--- src/rtl/stream_mux_pkg.sv ---
// Shared types and helpers for the registered stream multiplexer.
package stream_mux_pkg;

    localparam int unsigned N_CH_DEF = 4;

    // Index width for n items, never narrower than one bit.
    function automatic int unsigned clog2_min1(input int unsigned n);
        int unsigned w;
        w = 1;
        while ((64'd1 << w) < 64'(n)) begin
            w = w + 1;
        end
        return w;
    endfunction

    typedef logic [clog2_min1(N_CH_DEF)-1:0] ch_idx_t;

endpackage

--- src/rtl/stream_mux_reg_rr_arbiter.sv ---
// Round-robin arbiter: grants the first requester at or above the pointer, wrapping.
module rr_arbiter
    import stream_mux_pkg::*;
#(
    parameter int unsigned N_CH = 4
) (
    input  logic            clk,
    input  logic            rst,
    input  logic [N_CH-1:0] req,
    input  logic            advance,
    output logic [N_CH-1:0] grant_c
);

    localparam int unsigned PTR_W = clog2_min1(N_CH);

    logic [PTR_W-1:0] ptr_q;
    logic [PTR_W-1:0] ptr_d;
    logic [PTR_W-1:0] gidx_c;
    logic             found_c;
    int unsigned      dist_c;
    int unsigned      best_c;

    // Pick the requester with the smallest rotational distance from the pointer.
    always_comb begin
        gidx_c  = '0;
        found_c = 1'b0;
        dist_c  = 0;
        best_c  = N_CH;
        grant_c = '0;
        ptr_d   = ptr_q;
        for (int unsigned i = 0; i < N_CH; i++) begin
            dist_c = (i + N_CH - 32'(ptr_q)) % N_CH;
            if (req[i] && (dist_c < best_c)) begin
                best_c  = dist_c;
                gidx_c  = PTR_W'(i);
                found_c = 1'b1;
            end
        end
        for (int unsigned i = 0; i < N_CH; i++) begin
            grant_c[i] = found_c && (gidx_c == PTR_W'(i));
        end
        if (advance && found_c) begin
            ptr_d = (gidx_c == PTR_W'(N_CH - 1)) ? '0 : gidx_c + 1'b1;
        end
    end

    always_ff @(posedge clk or posedge rst) begin
        if (rst) begin
            ptr_q <= '0;
        end else begin
            ptr_q <= ptr_d;
        end
    end

endmodule

--- src/rtl/stream_mux_reg.sv ---
// Registered N:1 valid/ready stream mux; fixed sel by default, round-robin
// arbitration when STREAM_MUX_REG_RR_EN is defined.
module stream_mux_reg
    import stream_mux_pkg::*;
#(
    parameter int unsigned N_CH  = 4,
    parameter int unsigned WIDTH = 8
) (
    input  logic                    clk,
    input  logic                    rst,
    input  logic [N_CH*WIDTH-1:0]   in_data,
    input  logic [N_CH-1:0]         in_valid,
    output logic [N_CH-1:0]         in_ready,
    input  logic [$clog2(N_CH)-1:0] sel,
    output logic [WIDTH-1:0]        out_data,
    output logic                    out_valid,
    output logic [$clog2(N_CH)-1:0] out_ch,
    input  logic                    out_ready
);

    localparam int unsigned SEL_W = $clog2(N_CH);

    logic             load_en_c;
    logic             xfer_c;
    logic [N_CH-1:0]  grant_c;

    logic             out_valid_q;
    logic             out_valid_d;
    logic [WIDTH-1:0] out_data_q;
    logic [WIDTH-1:0] out_data_d;
    logic [SEL_W-1:0] out_ch_q;
    logic [SEL_W-1:0] out_ch_d;

`ifdef STREAM_MUX_REG_RR_EN
    logic unused_sel_c;
    assign unused_sel_c = ^sel;

    rr_arbiter #(.N_CH(N_CH)) u_arb (
        .clk     (clk),
        .rst     (rst),
        .req     (in_valid),
        .advance (xfer_c),
        .grant_c (grant_c)
    );
`else
    // Out-of-range select matches no channel, so nothing is granted.
    always_comb begin
        grant_c = '0;
        for (int unsigned i = 0; i < N_CH; i++) begin
            grant_c[i] = (sel == SEL_W'(i));
        end
    end
`endif

    assign load_en_c = !out_valid_q || out_ready;
    assign in_ready  = load_en_c ? grant_c : '0;
    assign xfer_c    = |(in_valid & in_ready);

    // Output register: hold on stall, otherwise load the granted beat or go idle.
    always_comb begin
        out_valid_d = out_valid_q;
        out_data_d  = out_data_q;
        out_ch_d    = out_ch_q;
        if (load_en_c) begin
            out_valid_d = xfer_c;
            for (int unsigned i = 0; i < N_CH; i++) begin
                if (grant_c[i] && in_valid[i]) begin
                    out_data_d = in_data[i*WIDTH +: WIDTH];
                    out_ch_d   = SEL_W'(i);
                end
            end
        end
    end

    always_ff @(posedge clk or posedge rst) begin
        if (rst) begin
            out_valid_q <= 1'b0;
            out_data_q  <= '0;
            out_ch_q    <= '0;
        end else begin
            out_valid_q <= out_valid_d;
            out_data_q  <= out_data_d;
            out_ch_q    <= out_ch_d;
        end
    end

    assign out_valid = out_valid_q;
    assign out_data  = out_data_q;
    assign out_ch    = out_ch_q;

endmodule

--- config.mk ---
export PLATFORM = sky130hd
export DESIGN_NAME = stream_mux_reg
export DESIGN_NICKNAME = d
export VERILOG_FILES = /design/src/rtl/stream_mux_pkg.sv /design/src/rtl/stream_mux_reg_rr_arbiter.sv /design/src/rtl/stream_mux_reg.sv
export SDC_FILE = /design/constraint.sdc
export NUM_CORES = 1
export LEC_CHECK = 0
export CAP_MARGIN = 10
export CORE_UTILIZATION = 37
export CTS_CLUSTER_DIAMETER = 40
export DETAILED_ROUTE_END_ITERATION = 8
export GPL_TIMING_DRIVEN = 0
export PLACE_DENSITY = 0.84
export SLEW_MARGIN = 0
export SYNTH_ARGS = -nofsm -noshare
export SYNTH_HDL_FRONTEND = slang
export SYNTH_HIERARCHICAL = 1
export SYNTH_SLANG_ARGS = --single-unit
--- constraint.sdc ---
create_clock -name clk -period 2.2 [get_ports clk]
set_input_delay 0.44 -clock clk [delete_from_list [all_inputs] [get_ports clk]]
set_output_delay 0.44 -clock clk [all_outputs]
set_load 0.05 [all_outputs]
* Word level (Yosys, flattened, before mapping)
Index checks and enable logic that the tools add are counted.
Word-level totals: bits of input ports 41, bits in writable memories 0, output and inout bits 15, bits in latches 0, bits in read-only memories 0, word-level logic and storage cells 26, flip-flop bits (word level) 11, memories kept 0
Operators by class: $mul 0, reduce and logical (&&, ||, !) cells 10, magnitude comparators 0, div/mod/pow operators 0, add/subtract/negate cells 0, multiplexer cells 9, equal/unequal tests 3, bitwise operators 1, shift operators 0
Operator list (number):
- 2-to-1 mux 8 bit | 4
- 2-to-1 mux 2 bit | 4
- bitwise AND 4 bit | 1
- == test 2 bit, second input constant | 2
- logical AND 1 bit | 4
- 2-to-1 mux 4 bit | 1
- nonzero test 4 bit | 1
- OR reduction 4 bit | 1
- == test 2 x 1 -> 1 bit, second input constant | 1
- zero test 2 bit | 1
- AND reduction 2 bit | 1
- zero test 1 bit | 1
- logical OR 1 bit | 1

* Longest topological paths before layout
depth in word-level cells 6, gate-level depth with buffers 5, gate-level depth less buffers 3

* Worst setup path before layout
Ideal clock, no wire load.
path type register to output, start register out_valid_q, in the netlist out_valid, end output in_ready[2], required time 1.760 ns, data arrival time 1.947 ns, cell stages (with the launch flop) 6, setup slack -0.187 ns, cells stage by stage dfrtp_1 nand2b_1 clkbuf_1 clkbuf_1 nand2_1 nor2_1
On the way: word-level cells in the longest chain between the ends 3
Ends and longest elaborated chain:
- start, declared | RTL line stream_mux_reg.sv:27 | logic out_valid_q;
- start signal, assigned | RTL line stream_mux_reg.sv:81 | out_valid_q <= out_valid_d;
- zero test 1 bit | RTL line stream_mux_reg.sv:55 | assign load_en_c = !out_valid_q || out_ready;
- logical OR 1 bit | RTL line stream_mux_reg.sv:55
- 2-to-1 mux 4 bit | RTL line stream_mux_reg.sv:56 | assign in_ready = load_en_c ? grant_c : '0;
- end, declared | RTL line stream_mux_reg.sv:13 | output logic [N_CH-1:0] in_ready,
Every way passes these cells.

* Worst setup path after layout
start input out_ready, end output in_ready[2]
On the way: word-level cells in the longest chain between the ends 2
Ends and longest elaborated chain:
- start, declared | RTL line stream_mux_reg.sv:18 | input logic out_ready
- logical OR 1 bit | RTL line stream_mux_reg.sv:55
- 2-to-1 mux 4 bit | RTL line stream_mux_reg.sv:56
Every way passes these cells.

==> flow_metrics.env <==
export IMPL_synthCells=84
export IMPL_antenna_found_initial=0
export IMPL_vdd_drop_max_mv=0.3958
export IMPL_crit_chain="clkdlybuf4s50_1 > nand2b_2 > buf_4 > nand2_1 > nor2_2 > buf_4"
export IMPL_ys_seq_area_frac=0.3411
export IMPL_die_y_microns=48.70
export IMPL_worst_pin_slew_ps=495.4
export IMPL_setup_viol=0
export IMPL_r2r_start="out_valid"
export IMPL_layout_drive_gt1_share=0.1986
export IMPL_vias=946
export IMPL_hold_buffers=0
export IMPL_grt_usage=0.2419
export IMPL_ys_warn_count=6
export IMPL_drt_drc_violations_left=0
export IMPL_fillers=181
export IMPL_hold_violations=0
export IMPL_finalCriticalPeriod_ps=2127
export IMPL_syn2layout_area_growth_pct=75.19
export IMPL_arrival_ps=1690
export IMPL_synth_top_area_frac=0.3411
export IMPL_clkSinkCount=11
export IMPL_worstHoldPathType="input pin to async pin"
export IMPL_antenna_cells=0
export IMPL_grt_setup_unrepaired="no"
export IMPL_stdcell_count=168
export IMPL_boundaryPins=56
export IMPL_place_area_sq_um=1386
export IMPL_start_kind="input pin"
export IMPL_grt_overflow=0
export IMPL_portBuffers=54
export IMPL_grt_pass1_vias=956
export IMPL_period_share=0.9669
export IMPL_clock_latency_ps=270
export IMPL_rrSetupSlack_ps=1070
export IMPL_viasPerCell=5.631
export IMPL_outcome="finished, final reports clean"
export IMPL_cp_max_fo=10
export IMPL_routed_top_layer="met4"
export IMPL_crit_buf_inv=3
export IMPL_reg2reg_to="out_data[4]"
export IMPL_p_total_w=0.0009006
export IMPL_grt_pass1_wl_microns=4464
export IMPL_start_util=0.4031
export IMPL_die_w_microns=48.70
export IMPL_synthArstFlopShare=1.000
export IMPL_fin_nets=183
export IMPL_yosysUniqueCellTypes=29
export IMPL_place_inst=165
export IMPL_synth_area_leaders="dfrtp_1 34%, a21bo_2 8.7%, and3_1 7.8%"
export IMPL_num_rows=16
export IMPL_maxCapViolations=0
export IMPL_end_kind="output port"
export IMPL_gp_congestion=0.7773
export IMPL_syn_area_per_cell_sq_um=9.607
export IMPL_tritoncts="yes"
export IMPL_synth_seq_cells=11
export IMPL_finalMaxSlewViolations=0
export IMPL_yosysTopAreaCell="dfrtp_1"
export IMPL_drt_initial_drc_count=9
export IMPL_crit_type="input pin to output port"
export IMPL_cts_root_buf="clkbuf_4"
export IMPL_ys_flop_type="dfrtp_1"
export IMPL_die_area_sq_um=2372
export IMPL_wirelength_met1_microns=1267
export IMPL_max_slew_margin_rel=0.6687
export IMPL_p_leak_nw=0.6006
export IMPL_grt_max_degree=12
export IMPL_clkTransAtPathRegs_ps=90
export IMPL_powerDensity_nw_per_um2=637.0
export IMPL_dr_pass1_iters=4
export IMPL_syn_num_nets=125
export IMPL_stdcell_area_sq_um=1414
export IMPL_wirelength_microns=2729
export IMPL_cts_made_buffers=3
export IMPL_netlist_area_sq_um=807.0
export IMPL_clock_tree_buffer_depth=2
export IMPL_dr_wl_met3_microns=149
export IMPL_fin_skew_ps=3.097
export IMPL_hpwl_microns=2043
export IMPL_required_ps=1760
export IMPL_cts_max_level=1
export IMPL_layout_common_cells="49 x clkdlybuf4s50_1, 11 x dfrtp_1, 10 x and3_1"
export IMPL_drtAntennaViolNets=0
export IMPL_cp_slowest_cell="clkdlybuf4s50_1"
export IMPL_slowest_delay_ps=450
export IMPL_ff2ff_path_depth=3
export IMPL_final_common_cell="clkdlybuf4s50_1"
export IMPL_wl_met2_microns=1304
export IMPL_path_common_cell="buf_4"
export IMPL_wl_per_cell_microns=16.24
export IMPL_path_delay_family="buffers and inverters"
export IMPL_synth_edf_count=0
export IMPL_fp_coreArea_sq_um=2002
export IMPL_clock_fmax_mhz=470.1
## what timing repair did
action	4_1_cts	5_1_grt
buffers inserted	0	0
resized for setup	29	4
endpoints found under the setup margin	4	4
## flip-flops by register name, summed over array words and instances, names as in the netlist
name / flops
out_data: 8
out_valid: 1
out_ch: 2
## worst register-to-register path, cell delays in order, from the launching register on
cell      delay, ps
dfrtp_1         400
nand2b_2        170
nand2_2         180
o31ai_1         280
## cells in the mapped netlist (2+ instances only)
cell type / count
a211oi_1: 7
a21bo_2: 7
a221oi_1: 7
and3_1: 10
buf_1: 3
buf_6: 2
clkbuf_1: 4
dfrtp_1: 11
nand2_1: 4
nand2b_1: 2
nor2_1: 3
o31ai_1: 7
## through the flow
| step | setup slack, ps | setup TNS, ps | hold slack [ps] | utilization |
|---|---|---|---|---|
| 3_3_place_gp | -929.6 | -3596 | 478.1 | 0.6925 |
| 4_1_cts | 24.54 | 0 | 486.3 | 0.7038 |
| 5_1_grt | 2.862 | 0 | 493.9 | 0.7063 |
| 2_1_floorplan | 26.90 | 0 | 292.4 | - |
| 6_report | 72.73 | 0 | 470.6 | 0.7063 |
| 3_5_place_dp | -974.3 | -3636 | 482.4 | 0.6925 |
## area by class of cell
type | count | area, sq um | share of cell area
inverter | 2 | 8.758 | 0.006195
tap | 27 | 33.78 | 0.02389
clock inverter | 1 | 5.005 | 0.003540
sequential | 11 | 275.3 | 0.1947
clock buffer | 3 | 22.52 | 0.01593
timing repair buffer | 54 | 533.0 | 0.3770
multi-input combinational | 62 | 483.0 | 0.3416
buffer | 8 | 52.55 | 0.03717
## worst max-delay path by stage
stage | start | end | slack, ps | depth (start not counted)
6_report | out_ready | in_ready[2] | 70 | 6
4_1_cts | sel[1] | in_ready[2] | 20 | 5
5_1_grt | out_ready | in_ready[2] | 3 | 6
3_5_place_dp | out_ready | in_ready[2] | -970 | 7
2_1_floorplan | out_valid | in_ready[2] | 30 | 5
3_3_place_gp | out_ready | in_ready[2] | -930 | 7
## routing by layer
| metal | track usage | vias to the layer above |
|---|---|---|
| li1 | - | 444 |
| met1 | 0.3301 | 460 |
| met2 | 0.4005 | 40 |
| met3 | 0.04403 | 2 |
| met4 | 0.04412 | 0 |
| met5 | 0 | - |
## power by group
| group | leakage [nW] | internal, W | switching, W |
|---|---|---|---|
| logic | 0.449 | 0.000215 | 0.000274 |
| registers | 0.134 | 0.000243 | 0.0000218 |
| clock network | 0.0177 | 0.0000672 | 0.0000788 |
## kinds of logic after synthesis
| kind of cell | after synthesis | share of synthesized area |
|---|---|---|
| multiplexers | 2 | 0.04186 |
| buffers and inverters | 11 | 0.06975 |
| AND/OR/NAND/NOR | 26 | 0.1907 |
| AO/OA/AOI/OAI | 34 | 0.3566 |
| flip-flops | 11 | 0.3411 |
(Power assumes the default switching activity.)
==> patch 1 (config.mk and constraints unchanged) <==
Add a define of `STREAM_MUX_REG_RR_EN`.
--- a/src/rtl/stream_mux_reg.sv
+++ b/src/rtl/stream_mux_reg.sv
@@ -1,5 +1,7 @@
 // Registered N:1 valid/ready stream mux; fixed sel by default, round-robin
 // arbitration when STREAM_MUX_REG_RR_EN is defined.
+`define STREAM_MUX_REG_RR_EN
+
 module stream_mux_reg
     import stream_mux_pkg::*;
 #(
Formal check against the unedited RTL: not equivalent (Yosys sat finds a counterexample within 4 cycles, from zero or initial values and one cycle with rst high).
==> patch 1 against the unedited design <==
  * The flow now finishes with violations (setup timing)
  * Fmax shrank 44%
  * First-iteration DRC count rose to 7.6 times the old value
  * Area after synthesis is 55% higher
  * Sequential cell count rose by 2
  * Via count grew 52%
  * Cell area grew 52%
  * Total power grew to 4.2 times the old value
  * Clock power barely moved
  * Setup slack got worse by 1700 ps
  * Wire length increased by 53%
  * Die area is 53% higher
  * Register-to-register slack worse by 2700 ps
  * Critical path depth increased by 13
  * Critical path type is now register to register
  * Largest cell class is now multi-input gates
  * Highest routed layer unchanged
==> patch 1: results (changes against the unedited design) <==
----------------------------------------------------
[Setup path]
  Arrival time of the worst setup path ... 3970 ps (was 1690 ps)
  Cell type group with the largest total delay on the critical path ... compound AO/OA/AOI/OAI gates (was buffers and inverters)
  Highest net fanout along the worst path ... 5 (was 10)
  Crit Reg-Reg Startpoint ... u_arb/ptr_q[1] (was out_valid)
  Worst path slowest cell ... sky130_fd_sc_hd__dfrtp_2 (was sky130_fd_sc_hd__clkdlybuf4s50_1)
  Worst stage delay on the critical path ... 480 ps (was 450 ps)
  Category of the critical setup timing path ... register to register (was primary input to primary output)
  Count of cells along the worst register-to-register path ... 19 (was 3)

[Routing]
  DRT iter0 DRCs ... 68 (was 9)
  Average detailed-routed wire length per instance ... 15.6 microns (was 16.2 microns)
  Via Count ... 1,441 (was 946)
  Routed length on met1 ... 1810 microns (was 1270 microns)
  Metal2 WL ... 1960 microns (was 1300 microns)

[Place]
  Final RePlAce weighted congestion ... 0.815 (was 0.777)
  Final HPWL DP ... 2780 microns (was 2040 microns)
  Count of placed standard cells including taps ... 244 (was 165)

[Global route]
  Met3 track demand over resource ... 0.0390 (was 0.0440)
  Overall Global Routing Usage ... 0.228 (was 0.242)
  Global-route met1 utilization ... 0.312 (was 0.330)
  Vias in the first global route ... 1,336 (was 956)
  Global-route met2 utilization ... 0.345 (was 0.400)

[Clocking]
  Root cell of the clock tree ... sky130_fd_sc_hd__clkbuf_4 (unchanged)
  Clock transition at path regs ... 70 ps (was 90 ps)
  Number of buffers inserted by post-CTS setup repair ... 16 (was 0)
  Number of cells upsized or downsized after cts ... 43 (was 29)

[Logic synthesis]
  Sequential cell area fraction in the yosys report ... 0.260 (was 0.341)
  Dominant cells by area after synthesis ... sky130_fd_sc_hd__dfrtp_1, sky130_fd_sc_hd__nand3b_1, sky130_fd_sc_hd__ha_1 (was sky130_fd_sc_hd__dfrtp_1, sky130_fd_sc_hd__a21bo_2, sky130_fd_sc_hd__and3_1)
  Synthesized netlist cell count ... 148 (was 84)
  Syn_nets ... 195 (was 125)
  Yosys cell types ... 38 (was 29)

[STA]
  Pin slew with the least headroom to its limit ... 721 ps (was 495 ps)
  Clock Skew ... 4.44 ps (was 3.10 ps)
  Final setup violation count ... 17 (was 0)
  PnR worst setup slack ... -1610 ps (was 72.7 ps)

[Finish]
  Clock buf/inv share ... 0.0122 (was 0.0195)
  Share of post-route cells with drive strength above 1 ... 0.313 (was 0.199)
  Final non-clock buffer share ... 0.370 (was 0.414)
  Register area ... 328 sq um (was 275 sq um)
  Post-layout instance count excluding filler cells ... 268 (was 168)
  Fraction of area in multi-input gates ... 0.412 (was 0.342)
  Clock Buffer Count ... 4 (was 3)

[Status]
  Outcome ... complete, but fails checks (was complete, no violations)
  Violations in the final reports ... setup timing

[Power and ir drop]
  Worst vdd ir ... 1.53 mV (was 0.396 mV)

----------------------------------------------------
-- patch 1: cell families after synthesis --
group                    Yosys count  share of synthesized area
adder cells (fa/ha/maj)            6                     0.0600
AO/OA/AOI/OAI                     40                      0.246
multiplexers                       2                     0.0200
XOR/XNOR                           1                    0.00700
AND/OR/NAND/NOR                   58                      0.295
buffers and inverters             28                      0.112
flip-flops                        13                      0.260
-- patch 1: power breakdown --
group	switching, mW	internal (mW)	leakage (nW)
Clock	0.0762	0.0703	0.0150
Sequential	0.102	0.375	0.150
Combinational	1.68	1.51	0.743
Total	1.86	1.96	0.908
-- patch 1: per-stage QoR --
stage                     area, sq um  setup slack [ps]  total power, mW  setup TNS [ps]
after global routing             2150             -1750             4.03          -26470
after CTS                        2070             -1540             3.49          -22410
after global placement           1910             -2670             2.95          -37060
after detailed placement         1910             -2720             3.00          -38010
after floorplan                  1340             -1460             2.34          -20530
final                            2150             -1610             3.82          -24270
==> patch 2 (same settings) <==
Without the edit above. Take the reset off `out_data_q` and load it in a clocked block of its own.
--- a/src/rtl/stream_mux_reg.sv
+++ b/src/rtl/stream_mux_reg.sv
@@ -75,13 +75,15 @@
     always_ff @(posedge clk or posedge rst) begin
         if (rst) begin
             out_valid_q <= 1'b0;
-            out_data_q  <= '0;
             out_ch_q    <= '0;
         end else begin
             out_valid_q <= out_valid_d;
-            out_data_q  <= out_data_d;
             out_ch_q    <= out_ch_d;
         end
+    end
+
+    always_ff @(posedge clk) begin
+        out_data_q <= out_data_d;
     end
 
     assign out_valid = out_valid_q;
Formal check against the unedited RTL: not equivalent (Yosys sat finds a counterexample within 4 cycles, from zero or initial values and one cycle with rst high).
==> patch 2 against the unedited design <==
  * Global-route usage shrank 4.1 points
  * Setup slack got worse by 20 ps
  * Total power fell by 18%
  * Count of clock-buffer cells in the layout grew 1
  * Fmax fell by 0.92%
  * Clock power decreased by 3%
  * Cell area decreased by 4.2%
  * Wire length fell by 17%
  * Sequential cell count stayed put
  * Sequential share of layout area grew 3.8 points
  * Area after synthesis fell by 3.6%
  * Largest cell class unchanged
  * Highest routed layer unchanged
==> patch 2: results (changes against the unedited design) <==
----------------------------------------------------
[Place]
  Final HPWL DP ... 1800 microns (was 2040 microns)
  Final RePlAce weighted congestion ... 0.749 (was 0.777)
  Count of placed standard cells including taps ... 146 (was 165)
  Post-Place Setup Slack ... -706 ps (was -974 ps)

[Global route]
  Vias in the first global route ... 688 (was 956)
  Met3 track demand over resource ... 0.0566 (was 0.0440)
  Pin count of the biggest net entering global routing ... 11 (was 12)
  Overall Global Routing Usage ... 0.201 (was 0.242)
  Wire length of the first global-routing pass ... 3060 microns (was 4460 microns)
  Global-route met1 utilization ... 0.247 (was 0.330)

[Logic synthesis]
  Yosys cell types ... 25 (was 29)
  Top cell types by occurrence after synthesis ... sky130_fd_sc_hd__mux2i_1, sky130_fd_sc_hd__a32oi_1, sky130_fd_sc_hd__edfxtp_1, sky130_fd_sc_hd__o22ai_2 (was sky130_fd_sc_hd__dfrtp_1, sky130_fd_sc_hd__and3_1)
  Dominant cells by area after synthesis ... sky130_fd_sc_hd__edfxtp_1, sky130_fd_sc_hd__o22ai_2, sky130_fd_sc_hd__mux2i_1 (was sky130_fd_sc_hd__dfrtp_1, sky130_fd_sc_hd__a21bo_2, sky130_fd_sc_hd__and3_1)
  EDFF count, synth ... 8 (was 0)
  Synthesized netlist cell count ... 66 (was 84)
  Synth async-reset ratio ... 0.273 (was 1.00)

[Routing]
  Detailed Routing Iterations Pass 1 ... 3 (was 4)
  Avg Vias per Cell ... 5.12 (was 5.63)
  DRT iter0 DRCs ... 10 (was 9)
  Wirelength, routed ... 2270 microns (was 2730 microns)
  Routed length on met1 ... 922 microns (was 1270 microns)

[Finish]
  Total Nets Final ... 165 (was 183)
  Share of post-route cells with drive strength above 1 ... 0.187 (was 0.199)

[Power and ir drop]
  Leakage ... 0.560 nW (was 0.601 nW)
  Worst vdd ir ... 0.436 mV (was 0.396 mV)

[STA]
  Pin slew with the least headroom to its limit ... 685 ps (was 495 ps)
  Worst hold margin ... 325 ps (was 471 ps)
  Fin crit share ... 0.976 (was 0.967)
  Clock Skew ... 1.53 ps (was 3.10 ps)

[Setup path]
  Count of cells along the worst register-to-register path ... 2 (was 3)
  Capture point of the worst path ... in_ready[0] (was in_ready[2])
  Highest net fanout along the worst path ... 4 (was 10)

[Clocking]
  Clock transition at path regs ... 70 ps (was 90 ps)

[Status]
  Outcome ... complete, no violations (unchanged)

----------------------------------------------------
## patch 2: cell count changes after synthesis, moves of 8 or more
cell,before,now
sky130_fd_sc_hd__edfxtp_1,0,8
sky130_fd_sc_hd__o22ai_2,0,8
sky130_fd_sc_hd__mux2i_1,0,9
sky130_fd_sc_hd__a32oi_1,0,8
sky130_fd_sc_hd__dfrtp_1,11,3
sky130_fd_sc_hd__and3_1,10,1
## patch 2: critical path, stage by stage
cell,delay (ps)
sky130_fd_sc_hd__clkdlybuf4s50_1,500
sky130_fd_sc_hd__nor2b_1,90
sky130_fd_sc_hd__nor3_1,130
sky130_fd_sc_hd__dlygate4sd2_1,550
## patch 2: worst min-delay path by stage
stage,endpoint
global route,out_ch[1]
finish,out_ch[0]
global placement,out_ch[0]
detailed placement,out_ch[0]
CTS,out_ch[0]
floorplan,out_ch[0]
## patch 2: cell type report
cell class	count	area, sq um
repair buffers	53	515
plain buffers	7	51.3
inverters	2	7.51
clock buffers	4	26.3
fillers	163	608
flip-flops and latches	11	315
multi-input cells	46	404
well taps	27	33.8
## patch 2: power breakdown
group          switching, mW  internal, mW  total (mW)
clock                 0.0717        0.0702       0.142
combinational          0.182         0.151       0.333
sequential           0.00995         0.253       0.263
## patch 2: repair_timing
action,in CTS,in global routing
setup endpoints to repair,4,1
gates resized for setup,17,2
cloned,0,0
## patch 2: cell families (layout without fill, tap and decap cells)
| group | after synthesis | count (layout) | share of synthesized area |
|---|---|---|---|
| AOI/OAI and AO/OA | 19 | 19 | 0.248 |
| and+or+nand+nor | 15 | 15 | 0.103 |
| muxes | 12 | 12 | 0.169 |
| DFF | 11 | 11 | 0.405 |
| buffers and inverters | 9 | 66 | 0.0755 |
